## src/rtl/lsu.sv

```systemverilog
// RV32I load/store unit: one request/acknowledge memory transaction per op, with
// store byte steering and load extraction. Optional `MISALIGN_TRAP_EN rejects misaligned accesses.
module lsu (
    input  logic        clk_i,
    input  logic        rst_n_i,
    input  logic        req_valid_i,
    output logic        req_ready_o,
    input  logic [31:0] req_addr_i,
    input  logic [31:0] req_wdata_i,
    input  logic [2:0]  req_funct3_i,
    input  logic        req_store_i,
    output logic        mem_req_o,
    output logic        mem_we_o,
    output logic [31:0] mem_addr_o,
    output logic [31:0] mem_wdata_o,
    output logic [3:0]  mem_wstrb_o,
    input  logic [31:0] mem_rdata_i,
    input  logic        mem_ack_i,
    output logic        resp_valid_o,
    output logic [31:0] resp_rdata_o,
    output logic        resp_err_o
);
    localparam logic [1:0] IDLE   = 2'd0;
    localparam logic [1:0] ACCESS = 2'd1;
    localparam logic [1:0] RESP   = 2'd2;

    logic [1:0]  state_q, state_d;
    logic        mem_req_q, mem_req_d;
    logic        mem_we_q, mem_we_d;
    logic [31:0] mem_addr_q, mem_addr_d;
    logic [31:0] mem_wdata_q, mem_wdata_d;
    logic [3:0]  mem_wstrb_q, mem_wstrb_d;
    logic [2:0]  f3_q, f3_d;
    logic [1:0]  off_q, off_d;
    logic        store_q, store_d;
    logic        resp_valid_q, resp_valid_d;
    logic [31:0] resp_rdata_q, resp_rdata_d;
    logic        resp_err_q, resp_err_d;

    logic        illegal;
    logic [31:0] st_data;
    logic [3:0]  st_strb;
    logic [31:0] ld_data;

    function automatic logic [31:0] ld_fmt(input logic [2:0] f3, input logic [1:0] off,
                                           input logic [31:0] w);
        logic [7:0]  b;
        logic [15:0] h;
        b = w[{off, 3'b000} +: 8];
        h = off[1] ? w[31:16] : w[15:0];
        case (f3[1:0])
            2'b00:   return {{24{b[7] & ~f3[2]}}, b};
            2'b01:   return {{16{h[15] & ~f3[2]}}, h};
            default: return w;
        endcase
    endfunction

    always_comb begin
        illegal = (req_funct3_i == 3'b011) || (req_funct3_i[2:1] == 2'b11) ||
                  (req_store_i && req_funct3_i[2]);
`ifdef MISALIGN_TRAP_EN
        if (req_funct3_i[1:0] == 2'b01 && req_addr_i[0])
            illegal = 1'b1;
        if (req_funct3_i[1:0] == 2'b10 && req_addr_i[1:0] != 2'b00)
            illegal = 1'b1;
`endif
    end

    // Replicate store data across lanes so the strobe alone selects the target bytes.
    always_comb begin
        case (req_funct3_i[1:0])
            2'b00: begin
                st_data = {4{req_wdata_i[7:0]}};
                st_strb = 4'b0001 << req_addr_i[1:0];
            end
            2'b01: begin
                st_data = {2{req_wdata_i[15:0]}};
                st_strb = req_addr_i[1] ? 4'b1100 : 4'b0011;
            end
            default: begin
                st_data = req_wdata_i;
                st_strb = 4'b1111;
            end
        endcase
    end

    assign ld_data = ld_fmt(f3_q, off_q, mem_rdata_i);

    always_comb begin
        state_d      = state_q;
        mem_req_d    = mem_req_q;
        mem_we_d     = mem_we_q;
        mem_addr_d   = mem_addr_q;
        mem_wdata_d  = mem_wdata_q;
        mem_wstrb_d  = mem_wstrb_q;
        f3_d         = f3_q;
        off_d        = off_q;
        store_d      = store_q;
        resp_valid_d = resp_valid_q;
        resp_rdata_d = resp_rdata_q;
        resp_err_d   = resp_err_q;
        case (state_q)
            IDLE: begin
                if (req_valid_i) begin
                    if (illegal) begin
                        state_d      = RESP;
                        resp_valid_d = 1'b1;
                        resp_err_d   = 1'b1;
                        resp_rdata_d = 32'h0;
                    end else begin
                        state_d     = ACCESS;
                        mem_req_d   = 1'b1;
                        mem_we_d    = req_store_i;
                        mem_addr_d  = {req_addr_i[31:2], 2'b00};
                        mem_wdata_d = req_store_i ? st_data : 32'h0;
                        mem_wstrb_d = req_store_i ? st_strb : 4'b0000;
                        f3_d        = req_funct3_i;
                        off_d       = req_addr_i[1:0];
                        store_d     = req_store_i;
                    end
                end
            end
            ACCESS: begin
                if (mem_ack_i) begin
                    state_d      = RESP;
                    mem_req_d    = 1'b0;
                    mem_we_d     = 1'b0;
                    mem_wstrb_d  = 4'b0000;
                    resp_valid_d = 1'b1;
                    resp_err_d   = 1'b0;
                    resp_rdata_d = store_q ? 32'h0 : ld_data;
                end
            end
            RESP: begin
                state_d      = IDLE;
                resp_valid_d = 1'b0;
                resp_err_d   = 1'b0;
                resp_rdata_d = 32'h0;
            end
            default: state_d = IDLE;
        endcase
    end

    always_ff @(posedge clk_i or negedge rst_n_i) begin
        if (!rst_n_i) begin
            state_q      <= IDLE;
            mem_req_q    <= 1'b0;
            mem_we_q     <= 1'b0;
            mem_addr_q   <= 32'h0;
            mem_wdata_q  <= 32'h0;
            mem_wstrb_q  <= 4'b0000;
            f3_q         <= 3'b000;
            off_q        <= 2'b00;
            store_q      <= 1'b0;
            resp_valid_q <= 1'b0;
            resp_rdata_q <= 32'h0;
            resp_err_q   <= 1'b0;
        end else begin
            state_q      <= state_d;
            mem_req_q    <= mem_req_d;
            mem_we_q     <= mem_we_d;
            mem_addr_q   <= mem_addr_d;
            mem_wdata_q  <= mem_wdata_d;
            mem_wstrb_q  <= mem_wstrb_d;
            f3_q         <= f3_d;
            off_q        <= off_d;
            store_q      <= store_d;
            resp_valid_q <= resp_valid_d;
            resp_rdata_q <= resp_rdata_d;
            resp_err_q   <= resp_err_d;
        end
    end

    assign req_ready_o  = (state_q == IDLE) && rst_n_i;
    assign mem_req_o    = mem_req_q;
    assign mem_we_o     = mem_we_q;
    assign mem_addr_o   = mem_addr_q;
    assign mem_wdata_o  = mem_wdata_q;
    assign mem_wstrb_o  = mem_wstrb_q;
    assign resp_valid_o = resp_valid_q;
    assign resp_rdata_o = resp_rdata_q;
    assign resp_err_o   = resp_err_q;
endmodule

```

## config.mk

```make
export PLATFORM = sky130hd
export DESIGN_NAME = lsu
export DESIGN_NICKNAME = d
export VERILOG_FILES = /design/src/rtl/lsu.sv
export SDC_FILE = /design/constraint.sdc
export NUM_CORES = 1
export LEC_CHECK = 0
export ABC_AREA = 1
export BUFFER_PORTS_ARGS = -buffer_cell sky130_fd_sc_hd__buf_2
export CORE_ASPECT_RATIO = 2
export CORE_MARGIN = 3
export CORE_UTILIZATION = 46
export DETAILED_ROUTE_END_ITERATION = 10
export PLACE_DENSITY = 0.73
export SLEW_MARGIN = 10
export SYNTH_ARGS = -nofsm -noshare
export SYNTH_HDL_FRONTEND = slang
export SYNTH_SLANG_ARGS = --single-unit
```

## constraint.sdc

```tcl
create_clock -name clk_i -period 3.2 [get_ports clk_i]
set_input_delay 0.32 -clock clk_i [delete_from_list [all_inputs] [get_ports clk_i]]
set_output_delay 0.32 -clock clk_i [all_outputs]
set_load 0.01 [all_outputs]
```

Word-level counts from Yosys, hierarchy flattened. Index checks and enable logic that the tools add are counted.

Eq/ne operators: 10. Shifts and indexed selects: 2. Muxes and demuxes: 32. Bitwise gates (word level): 4. Reduce and logical (&&, ||, !) cells: 13.

Operators with widths (count): 2-to-1 mux 32 bit (5); one-hot mux 32 bit (2 select lines) (2); one-hot mux 32 bit (3 select lines) (1); indexed part select 32 x 6 -> 8 bit (1); 2-to-1 mux 4 bit (5); 2-to-1 mux 16 bit (1); one-hot mux 4 bit (2 select lines) (2); 2-to-1 mux 1 bit (8); != test 2 bit, second input constant (4); AND reduction 4 bit (2); equality test 2 x 1 -> 1 bit, second input constant (3); zero test 2 bit (3); 2-to-1 mux 2 bit (3); one-hot mux 1 bit (3 select lines) (2); equality test 2 bit, second input constant (2); one-hot mux 1 bit (2 select lines) (2); one-hot mux 2 bit (2 select lines) (1); << shifter 1 x 2 -> 4 bit, first input constant (1); equality test 3 x 2 -> 1 bit, second input constant (1); AND reduction 3 bit (1); nonzero test 3 bit (1); bitwise AND 1 bit (2); logical AND 1 bit (2); logical OR 1 bit (2); 3 further kinds (4).

Flip-flop bits (word level): 110. Input port bits: 104. Output and inout bits: 105. Logic and storage cells: 73.

Logic depth before layout (Yosys ltp). Gate-level depths: netlist (run 1).

Depth after elaboration: 6. Gate-level depth with buffers: 11.

Worst setup path after synthesis (run 1). OpenSTA, ideal clock, no wires.

Path type: register -> register. Start point: register state_q[0]. End point: register resp_rdata_q[25] (netlist: resp_rdata_o[25]). Arrival: 1515 ps. Path slack: 1620 ps. Stages on the path, launching flop included: 11. Cell sequence: dfrtp_1 > inv_1 > ha_1 > nand2_1 > nand2_1 > nor2_1 > nand3_2 > buf_6 > nor2_1 > nand2_1 > nand2_1.

Cells in the longest elaborated chain, start to end: 3. Elaborated cells between the ends (all ways): 9. Those cells by class: eq/ne (5); mux (1); reduce/logical (3).

Ends and longest elaborated chain: from (decl) (line 27) `logic [1:0] state_q, state_d;`; from (signal assigned) (line 159) `state_q <= state_d;`; equality test 2 x 1 -> 1 bit, or another cell as far along (line 102) `case (state_q)`; != test 2 bit (no line) or nonzero test 3 bit (tied branches); AND reduction 4 bit (no line); to (signal assigned) (line 169) `resp_rdata_q <= resp_rdata_d;`; to (decl) (line 37) `logic [31:0] resp_rdata_q, resp_rdata_d;`.

Parallel ways exist; a longest one is shown, timed or not. A chain may end at the register's enable or synchronous reset.

Final worst setup path (run 1).
Start point: register state_q[0]. End point: register resp_rdata_q[5] (netlist: resp_rdata_o[5]).

The elaborated chain is that of the path after synthesis.

==> reports/metrics.yaml, run 1 <==
yosysMostFrequentCell: "nand2_1"
seqCellArea_um2: 2750
ys_types: 27
ys_warn_count: 0
startpoint_type: "flip-flop"
synth_common_cells: "340 x nand2_1, 110 x dfrtp_1, 54 x nor2_1"
first_pass_iters: 4
leakagePower_nw: 3.99
cts_buffers: 9
synth-seq-cells: 110
row_count: 55
grt_overflow: 0
grt_start_max_net_pins: 80
grt_usage: 0.236
ys_async_sr_fraction: 1.00
cts_resized: 0
fp.dieW_um: 82.3
finalCritPeriodShare: 0.682
clock_latency_ns: 0.34
rsz0062_at_grt: "false"
syn_to_final_growth_pct: 25.1
grt_pass1_wl_um: 23600
vias_per_cell: 4.93
synth_top_area_cell: "dfrtp_1"
cts_setup_buffers: 0
critPathKind: "flip-flop to flip-flop"
rrSetupSlack_ns: 1.02
cts_tree: "done"
layout.nets: 987
wl_um: 15200
drv_slew: 0
fp.dieArea_um2: 13000
dpl.hpwl_um: 11400
synth_enable_flop_cells: 0
multi_input_area_um2: 2290
hold_buffers: 0
worstPathArrival_ns: 2.45
hold_path_class: "input port to async pin"
grt_pass1_vias: 4897
start_util: 0.472
vdd_drop_max_mv: 0.404
cts.sinks: 110
netlist_area_um2: 5350
slew_headroom: 0.469
avgSynthCellArea_um2: 7.74
ys_seq_area_frac: 0.514
status: "finished clean"
critPathMaxStageDelay_ns: 0.45
pin_count: 209
final_hold_viol_count: 0
crit_fanout: 25
htree_levels: 3
max-cap-violations: 0
syn-instance-count: 692
cts_root_buffer: "clkbuf_16"
p_per_area_nw_per_um2: 881
synth_area_leaders: "dfrtp_1 51%, nand2_1 24%, o21ai_0 4.2%"
nFillCells: 1130
vias: 5062
drc: 0
path_cells: "inv_1 > ha_1 > nand2_1 > nand2_1 > nor2_1 > nand3_2 > inv_1 > nand2_1 > nand2_1"
avgRoutedWirePerCell_um: 14.8
skew_ns: 0.00934
clk_pin_slew_ns: 0.08
detail-route-antenna-nets: 0
cp.required_ns: 3.47
antenna_found_initial: 0
cts.path.max_buffers: 2
synth_top_area_share: 0.514
gp_congestion: 0.901
io_buffers: 206
synth_flop_cell: "dfrtp_1"
cpMaxStageDelayCell: "nand3_2"
tightest_slew_ns: 0.794
core_um2: 11400
die_y_um: 159
drtIter0Drc: 223
drive_gt1_frac: 0.298
timing.final.crit_period_ns: 2.18
setup_viol: 0
max_freq_mhz: 458
power_mw: 5.91
diodes: 0
end_kind: "flip-flop"
setup-tns-final_ns: 0
path_common_cell: "nand2_1"
## cell usage in the layout (no fill, tap or decap), types with 3 or more instances in the layout
master,Yosys,routed
o21ai_2,20,20
inv_1,27,27
clkbuf_16,0,9
nor2_1,54,54
ha_1,4,4
buf_2,9,205
inv_2,3,3
o221ai_1,5,5
o21ai_0,45,45
dfrtp_1,110,110
o211ai_1,3,3
nand3_1,27,27
buf_4,6,3
nand2_2,5,5
nand2_1,340,340
## state kept, by name, summed over array words and instances (netlist names)
name / count
resp_valid_o: 1
off_q: 2
resp_rdata_o: 32
store_q: 1
mem_wstrb_o: 4
mem_wdata_o: 32
state_q: 2
f3_q: 3
mem_addr_o: 30
mem_we_o: 1
mem_req_o: 1
resp_err_o: 1
## worst max-delay path: cells and delay by family, from the launching register on
family,cells,cell delay (ns)
adders and majority gates,1,0.27
DFF,1,0.40
buffers and inverters,2,0.46
and+or+nand+nor,6,0.99
## per-layer routing
metal	up-vias	GRT usage	wire length (µm)
met3	28	0.0402	966
li1	2531	-	-
met1	2304	0.262	5520
met2	199	0.425	8220
met5	-	0	0
met4	0	0.105	452
## stage by stage
| step | hold slack, ns | cell area (µm²) | instances | worst slack, ns | utilization |
|---|---|---|---|---|---|
| after floorplan | 0.0244 | 5360 | 693 | 1.62 | - |
| after global placement | 0.407 | 6400 | 1010 | 1.13 | 0.564 |
| after detailed placement | 0.405 | 6400 | 1010 | 1.04 | 0.564 |
| after CTS | 0.0293 | 6700 | 1026 | 1.02 | 0.590 |
| after global routing | 0.0484 | 6700 | 1026 | 0.812 | 0.590 |
| final | 0.00537 | 6700 | 1026 | 1.02 | 0.590 |
## final cells by class
cell class                 instances  share of cell area
sequential                       110               0.411
multi-input combinational        518               0.341
timing repair buffer             209               0.159
clock buffer                      10              0.0357
tap                              142              0.0265
inverter                          31              0.0177
clock inverter                     6             0.00840
## cell families after synthesis
family,Yosys count,synth area share
compound gates,76,0.0904
fa+ha+maj,4,0.00935
buf+inv,65,0.0594
flops,110,0.514
mux,1,0.00187
other cells,1,0.000700
simple gates,435,0.324
## report_power, final
part / switching (mW) / internal [mW] / total, mW
registers: 0.353 / 1.95 / 2.30
logic: 1.60 / 0.904 / 2.51
clock network: 0.533 / 0.564 / 1.10
total: 2.49 / 3.42 / 5.91
## final timing paths
path / startpoint / endpoint / cells after the start
min in group clk_i: req_addr_i[15] / mem_addr_o[15] / 3
max in group asynchronous: rst_n_i / mem_addr_o[2] / 2
setup / recovery: state_q[0] / resp_rdata_o[5] / 9
hold reg to reg: mem_we_o / mem_we_o / 2
hold / removal: rst_n_i / resp_rdata_o[26] / 1
setup reg to reg: state_q[0] / resp_rdata_o[5] / 9
Power figures use the tool's default switching activity.
==> run 2, diff against run 1 <==
Settings changed: CORE_UTILIZATION 46 to 44.
Clock period 3.2 ns to 1.95 ns, I/O delays scaled along.
==> run 2 against run 1 <==
Register-to-register slack got worse by 0.86 ns. First-iteration DRC count increased by 52%. Global-route usage decreased by 0.40 points. Worst hold slack improved by 0.036 ns. Critical path depth increased by 1. Combinational power increased by 72%. Total power increased by 66%. Design area increased by 1.3%. Sequential power increased by 63%. Critical endpoint is now resp_rdata_o[17]. Largest power group unchanged. Highest routed layer is now met5.
==> reports/metrics.yaml, run 2 (same netlist as run 1, synthesis figures left out) <==
cts.sinks: 110
final_common_cell: "nand2_1"
first_pass_iters: 5
vias_per_cell: 4.90
startpoint: "state_q[0]"
grt_pass1_wl_um: 25100
drv_slew: 0
p_int_mw: 5.67
p_sw_mw: 4.11
startpoint_type: "flip-flop"
die_y_um: 162
crit_buf_inv: 2
io_buffers: 206
holdWs_ns: 0.0417
pin_count: 209
timing.final.crit_period_ns: 1.79
row_count: 56
cts_tree: "done"
slew_headroom: 0.557
fp.dieW_um: 84
crit_cells: 10
tightest_slew_ns: 0.664
drtIter0Drc: 339
wl_um: 15700
grt_usage: 0.232
grt_start_max_net_pins: 111
skew_ns: 0.00996
layout_common_cells: "340 x nand2_1, 205 x buf_2, 110 x dfrtp_1"
gp_congestion: 0.884
vias: 5103
leakagePower_nw: 4.04
power_frac_seq: 0.382
status: "finished clean"
p_clk_frac: 0.176
worstPathArrival_ns: 2.06
cpMaxStageDelayCell: "dfrtp_1"
cts_buffers: 9
path_common_cell: "nand2_1"
finalInstanceArea_um2: 6790
core_um2: 11800
layout.nets: 1001
dpl-instance-area_um2: 6490
grt_overflow: 0
pwr-share-comb: 0.441
clk_pin_slew_ns: 0.08
reg2reg_depth: 10
end_kind: "flip-flop"
critPathMaxStageDelay_ns: 0.39
antenna_found_initial: 1
start_util: 0.452
critPathKind: "flip-flop to flip-flop"
cts_root_buffer: "clkbuf_16"
nFillCells: 1148
p_per_area_nw_per_um2: 1440
r2r_start: "state_q[0]"
setup_viol: 0
syn_to_final_growth_pct: 26.8
max_freq_mhz: 559
rrSetupSlack_ns: 0.16
grt_pass1_vias: 4995
detail-route-antenna-nets: 0
hold_path_class: "input port to flip-flop"
vdd_drop_max_mv: 0.678
cts.path.max_buffers: 2
max-cap-violations: 0
path_delay_family: "simple AND/OR/NAND/NOR gates"
drive_gt1_frac: 0.307
diodes: 0
fin_util: 0.573
htree_levels: 3
clock_latency_ns: 0.34
avgRoutedWirePerCell_um: 15.1
finalCritPeriodShare: 0.917
dpl.hpwl_um: 11800
drc: 0
path_cells: "inv_1 > ha_1 > nand2_1 > nand2_1 > nor2_2 > nand3_2 > buf_4 > nor2_1 > nand2_1 > nand2_1"
cp.required_ns: 2.22
crit_path_end: "resp_rdata_o[17]"
switching_share: 0.420
final_hold_viol_count: 0
crit_fanout: 21
worstReg2RegEnd: "resp_rdata_o[17]"
fp.dieArea_um2: 13600
-- run 2: cell types whose count changed in the layout (fill, tap and decap cells not counted), sizes merged --
cell | previous run | this run
buf | 209 | 222
clkbuf | 10 | 9
clkinvlp | 0 | 1
clkinv | 4 | 2
dlygate4sd3 | 0 | 1
-- run 2: worst register-to-register path, cell delays in order (launching register included) --
cell,delay (ns)
dfrtp_1,0.39
inv_1,0.08
ha_1,0.26
nand2_1,0.09
nand2_1,0.12
nor2_2,0.15
nand3_2,0.13
buf_4,0.24
nor2_1,0.12
nand2_1,0.07
nand2_1,0.07
-- run 2: how the worst min path moves through the flow --
stage / startpoint / to / slack [ns] / cells after the start
finish: req_addr_i[24] / mem_addr_o[24] / 0.04 / 3
global route: req_addr_i[24] / mem_addr_o[24] / 0.04 / 3
CTS: req_addr_i[20] / mem_addr_o[20] / 0.03 / 3
detailed placement: rst_n_i / resp_valid_o / 0.35 / 2
global placement: rst_n_i / resp_valid_o / 0.34 / 2
floorplan: rst_n_i / f3_q[0] / -0.10 / 0
-- run 2: power groups by stage --
stage | Clock, mW | Sequential [mW] | Combinational (mW)
6_report | 1.72 | 3.74 | 4.32
5_1_grt | 1.86 | 3.87 | 4.83
4_1_cts | 1.78 | 3.74 | 4.36
3_5_place_dp | 0 | 3.77 | 4.35
3_3_place_gp | 0 | 3.75 | 4.29
2_1_floorplan | 0 | 4.12 | 2.27
-- run 2: layout make-up --
cell class	instances	area, µm²	area share
clock buffer	9	225	0.0332
clock inverter	5	45.0	0.00663
inverter	31	119	0.0175
multi-input combinational	518	2290	0.337
sequential	110	2750	0.405
tap	145	181	0.0267
timing repair buffer	223	1180	0.173
-- run 2: per-layer routing --
layer | routed length [µm] | vias up | track usage
met2 | 8260 | 208 | 0.411
li1 | - | 2553 | -
met5 | 13 | - | 0
met1 | 5800 | 2295 | 0.259
met4 | 689 | 2 | 0.122
met3 | 922 | 45 | 0.0457
-- run 2: through the flow --
stage                     setup slack (ns)  total power, mW  setup TNS (ns)  std cells
after floorplan                      0.370             6.40               0        693
after global placement               0.243             8.05               0       1024
after detailed placement             0.142             8.12               0       1024
after CTS                            0.117             9.88               0       1039
after global routing               -0.0308             10.6          -0.108       1041
final                                0.161             9.78               0       1041
-- run 2: repair_timing --
item                                    CTS  global route
hold buffers                              1             0
hold endpoints to repair                110             0
endpoints found under the setup margin    0            21
gates resized for setup                   0             1
setup buffers                             0             2
==> run 3, diff against run 2 <==
Settings changed: ABC_AREA 1 to 0, CORE_UTILIZATION 44 to 45, PLACE_DENSITY 0.73 to 0.74.
==> run 3 against run 2 <==
Total power up 0.91%. Core utilization up 2.2 points. Cell count down 14%. Setup slack worse by 0.10 ns. Clock-buffer cell count unchanged. Largest power group unchanged. Register-to-register slack worse by 0.10 ns. Synthesized cell count down 21%. Critical endpoint is now resp_rdata_o[15]. Design area up 3.2%.
==> reports/metrics.yaml, run 3 <==
status: "finished clean"
synth_flop_cell: "dfrtp_1"
worstPathArrival_ns: 2.12
synth_compound_area_frac: 0.174
final_hold_viol_count: 0
synth_mux_area_frac: 0.139
layout.nets: 852
ys_warn_count: 0
grt_usage: 0.232
die_y_um: 161
htree_levels: 3
p_per_area_nw_per_um2: 1410
drtIter0Drc: 186
io_buffers: 206
dpl.hpwl_um: 12100
synth-seq-cells: 110
multi_input_area_um2: 2440
crit_fanout: 34
startpoint_type: "flip-flop"
synth_top_area_cell: "dfrtp_1"
syn_to_final_growth_pct: 29.1
synth_xor_xnor_area_share: 0
cts.sinks: 110
diodes: 0
start_util: 0.461
detail-route-antenna-nets: 0
max_freq_mhz: 529
end_kind: "flip-flop"
grt_pass1_wl_um: 25000
synth_common_cells: "110 x dfrtp_1, 106 x nand2_1, 86 x o21ai_0"
cts_buffers: 9
drv_slew: 0
skew_ns: 0.00951
clk_pin_slew_ns: 0.08
yosys.area_share.adder: 0.00923
cp.required_ns: 2.18
layout_common_cells: "205 x buf_2, 110 x dfrtp_1, 106 x nand2_1"
ys_types: 43
vdd_drop_max_mv: 0.852
drc: 0
timing.final.crit_period_ns: 1.89
power_mw: 9.87
fp.dieArea_um2: 13500
setup_viol: 0
grt_overflow: 0
grt_start_max_net_pins: 92
clock_latency_ns: 0.36
netlist_area_um2: 5420
seqCellArea_um2: 2750
r2r_start: "state_q[1]"
setup-tns-final_ns: 0
synth_area_leaders: "dfrtp_1 51%, mux2_2 11%, o21ai_0 7.9%"
fp.dieW_um: 83.6
avgRoutedWirePerCell_um: 17.8
slew_headroom: 0.593
vias_per_cell: 5.47
nFillCells: 1045
syn-instance-count: 545
hold_path_class: "input port to flip-flop"
drive_gt1_frac: 0.417
path_cells: "inv_1 > ha_1 > nor2b_4 > or3_4 > buf_8 > o21ai_0 > o31ai_2"
critPathKind: "flip-flop to flip-flop"
vias: 4889
wl_um: 15900
row_count: 56
tightest_slew_ns: 0.607
finalCritPeriodShare: 0.970
yosysMostFrequentCell: "dfrtp_1"
synth_enable_flop_cells: 0
ys_seq_area_frac: 0.508
synth_top_area_share: 0.508
cpMaxStageDelayCell: "dfrtp_1"
reg2reg_depth: 7
ys_async_sr_fraction: 1.00
grt_pass1_vias: 5110
yosys.area_share.simple: 0.120
antenna_found_initial: 0
rrSetupSlack_ns: 0.06
core_um2: 11800
pin_count: 209
startpoint: "state_q[1]"
worstReg2RegEnd: "resp_rdata_o[15]"
fin_util: 0.595
crit_path_end: "resp_rdata_o[15]"
leakagePower_nw: 3.51
synth_top_family_by_area: "compound AO/OA/AOI/OAI gates"
max-cap-violations: 0
critPathMaxStageDelay_ns: 0.42
cts_tree: "done"
avgSynthCellArea_um2: 9.95
gp_congestion: 0.873
cts_root_buffer: "clkbuf_16"
cts.path.max_buffers: 2
first_pass_iters: 5
final_common_cell: "buf_2"
## run 3: changes by cell type after synthesis, sizes merged, moves of 10 or more
cell    before  now
nand2      347  106
inv         31   15
mux2i        1   17
nand3       30    2
clkbuf      14   24
mux2         0   52
o211ai       3   25
o21ai       65   87
nor2        56   17
## run 3: routing by layer
| layer | vias to the layer above | wire (µm) | global-route usage |
|---|---|---|---|
| li1 | 2298 | - | - |
| met1 | 2324 | 5520 | 0.242 |
| met2 | 221 | 8580 | 0.422 |
| met3 | 46 | 1070 | 0.0572 |
| met4 | 0 | 743 | 0.119 |
| met5 | - | 0 | 0 |
## run 3: through the flow
step	area, µm²	setup WS (ns)	std cells	hold WS (ns)
6_report	7000	0.0586	894	0.0597
5_1_grt	7000	-0.0181	894	0.0506
4_1_cts	6940	0.00982	890	0.0523
3_5_place_dp	6630	0.00471	873	0.123
3_3_place_gp	6630	0.160	873	0.114
2_1_floorplan	5440	0.0122	546	-0.101
## run 3: timing repair
action	4_1_cts	5_1_grt
setup endpoints to repair	2	33
pin swaps	1	1
setup buffers	0	3
resized for setup	0	14
hold endpoints to repair	22	0
hold buffers	1	0
gates cloned	0	1
## run 3: worst min path at each step
stage,from,end,slack [ns],cells after the start
after floorplan,rst_n_i,f3_q[0],-0.10,0
after global placement,rst_n_i,resp_rdata_o[2],0.11,1
after detailed placement,rst_n_i,resp_rdata_o[3],0.12,1
after CTS,req_addr_i[20],mem_addr_o[20],0.05,2
after global routing,req_addr_i[19],mem_addr_o[19],0.05,2
final,req_addr_i[20],mem_addr_o[20],0.06,2
## run 3: logic make-up after synthesis
kind of cell / count (synthesis)
AOI/OAI and AO/OA: 153
adders and majority gates: 4
buffers and inverters: 60
DFF: 110
muxes: 69
other: 1
and+or+nand+nor: 148
## run 3: critical path: cells and delay by family (launching register included)
family                     cells  cell delay (ns)
AOI/OAI and AO/OA              2             0.31
adders and majority gates      1             0.21
buffers and inverters          2             0.28
DFF                            1             0.42
and+or+nand+nor                2             0.55
## run 3: final cells by class
type / count / area share
Clock buffer: 9 / 0.0322
Clock inverter: 7 / 0.0109
Inverter: 15 / 0.00804
Multi-Input combinational cell: 377 / 0.348
Sequential cell: 110 / 0.393
Tap cell: 145 / 0.0259
Timing Repair Buffer: 231 / 0.182
## run 3: power breakdown
group / leakage (nW) / switching (mW) / total [mW] / internal (mW)
clock network: 0.140 / 0.935 / 1.84 / 0.908
logic: 1.95 / 2.38 / 4.25 / 1.87
registers: 1.42 / 0.572 / 3.78 / 3.20
total: 3.51 / 3.89 / 9.87 / 5.98
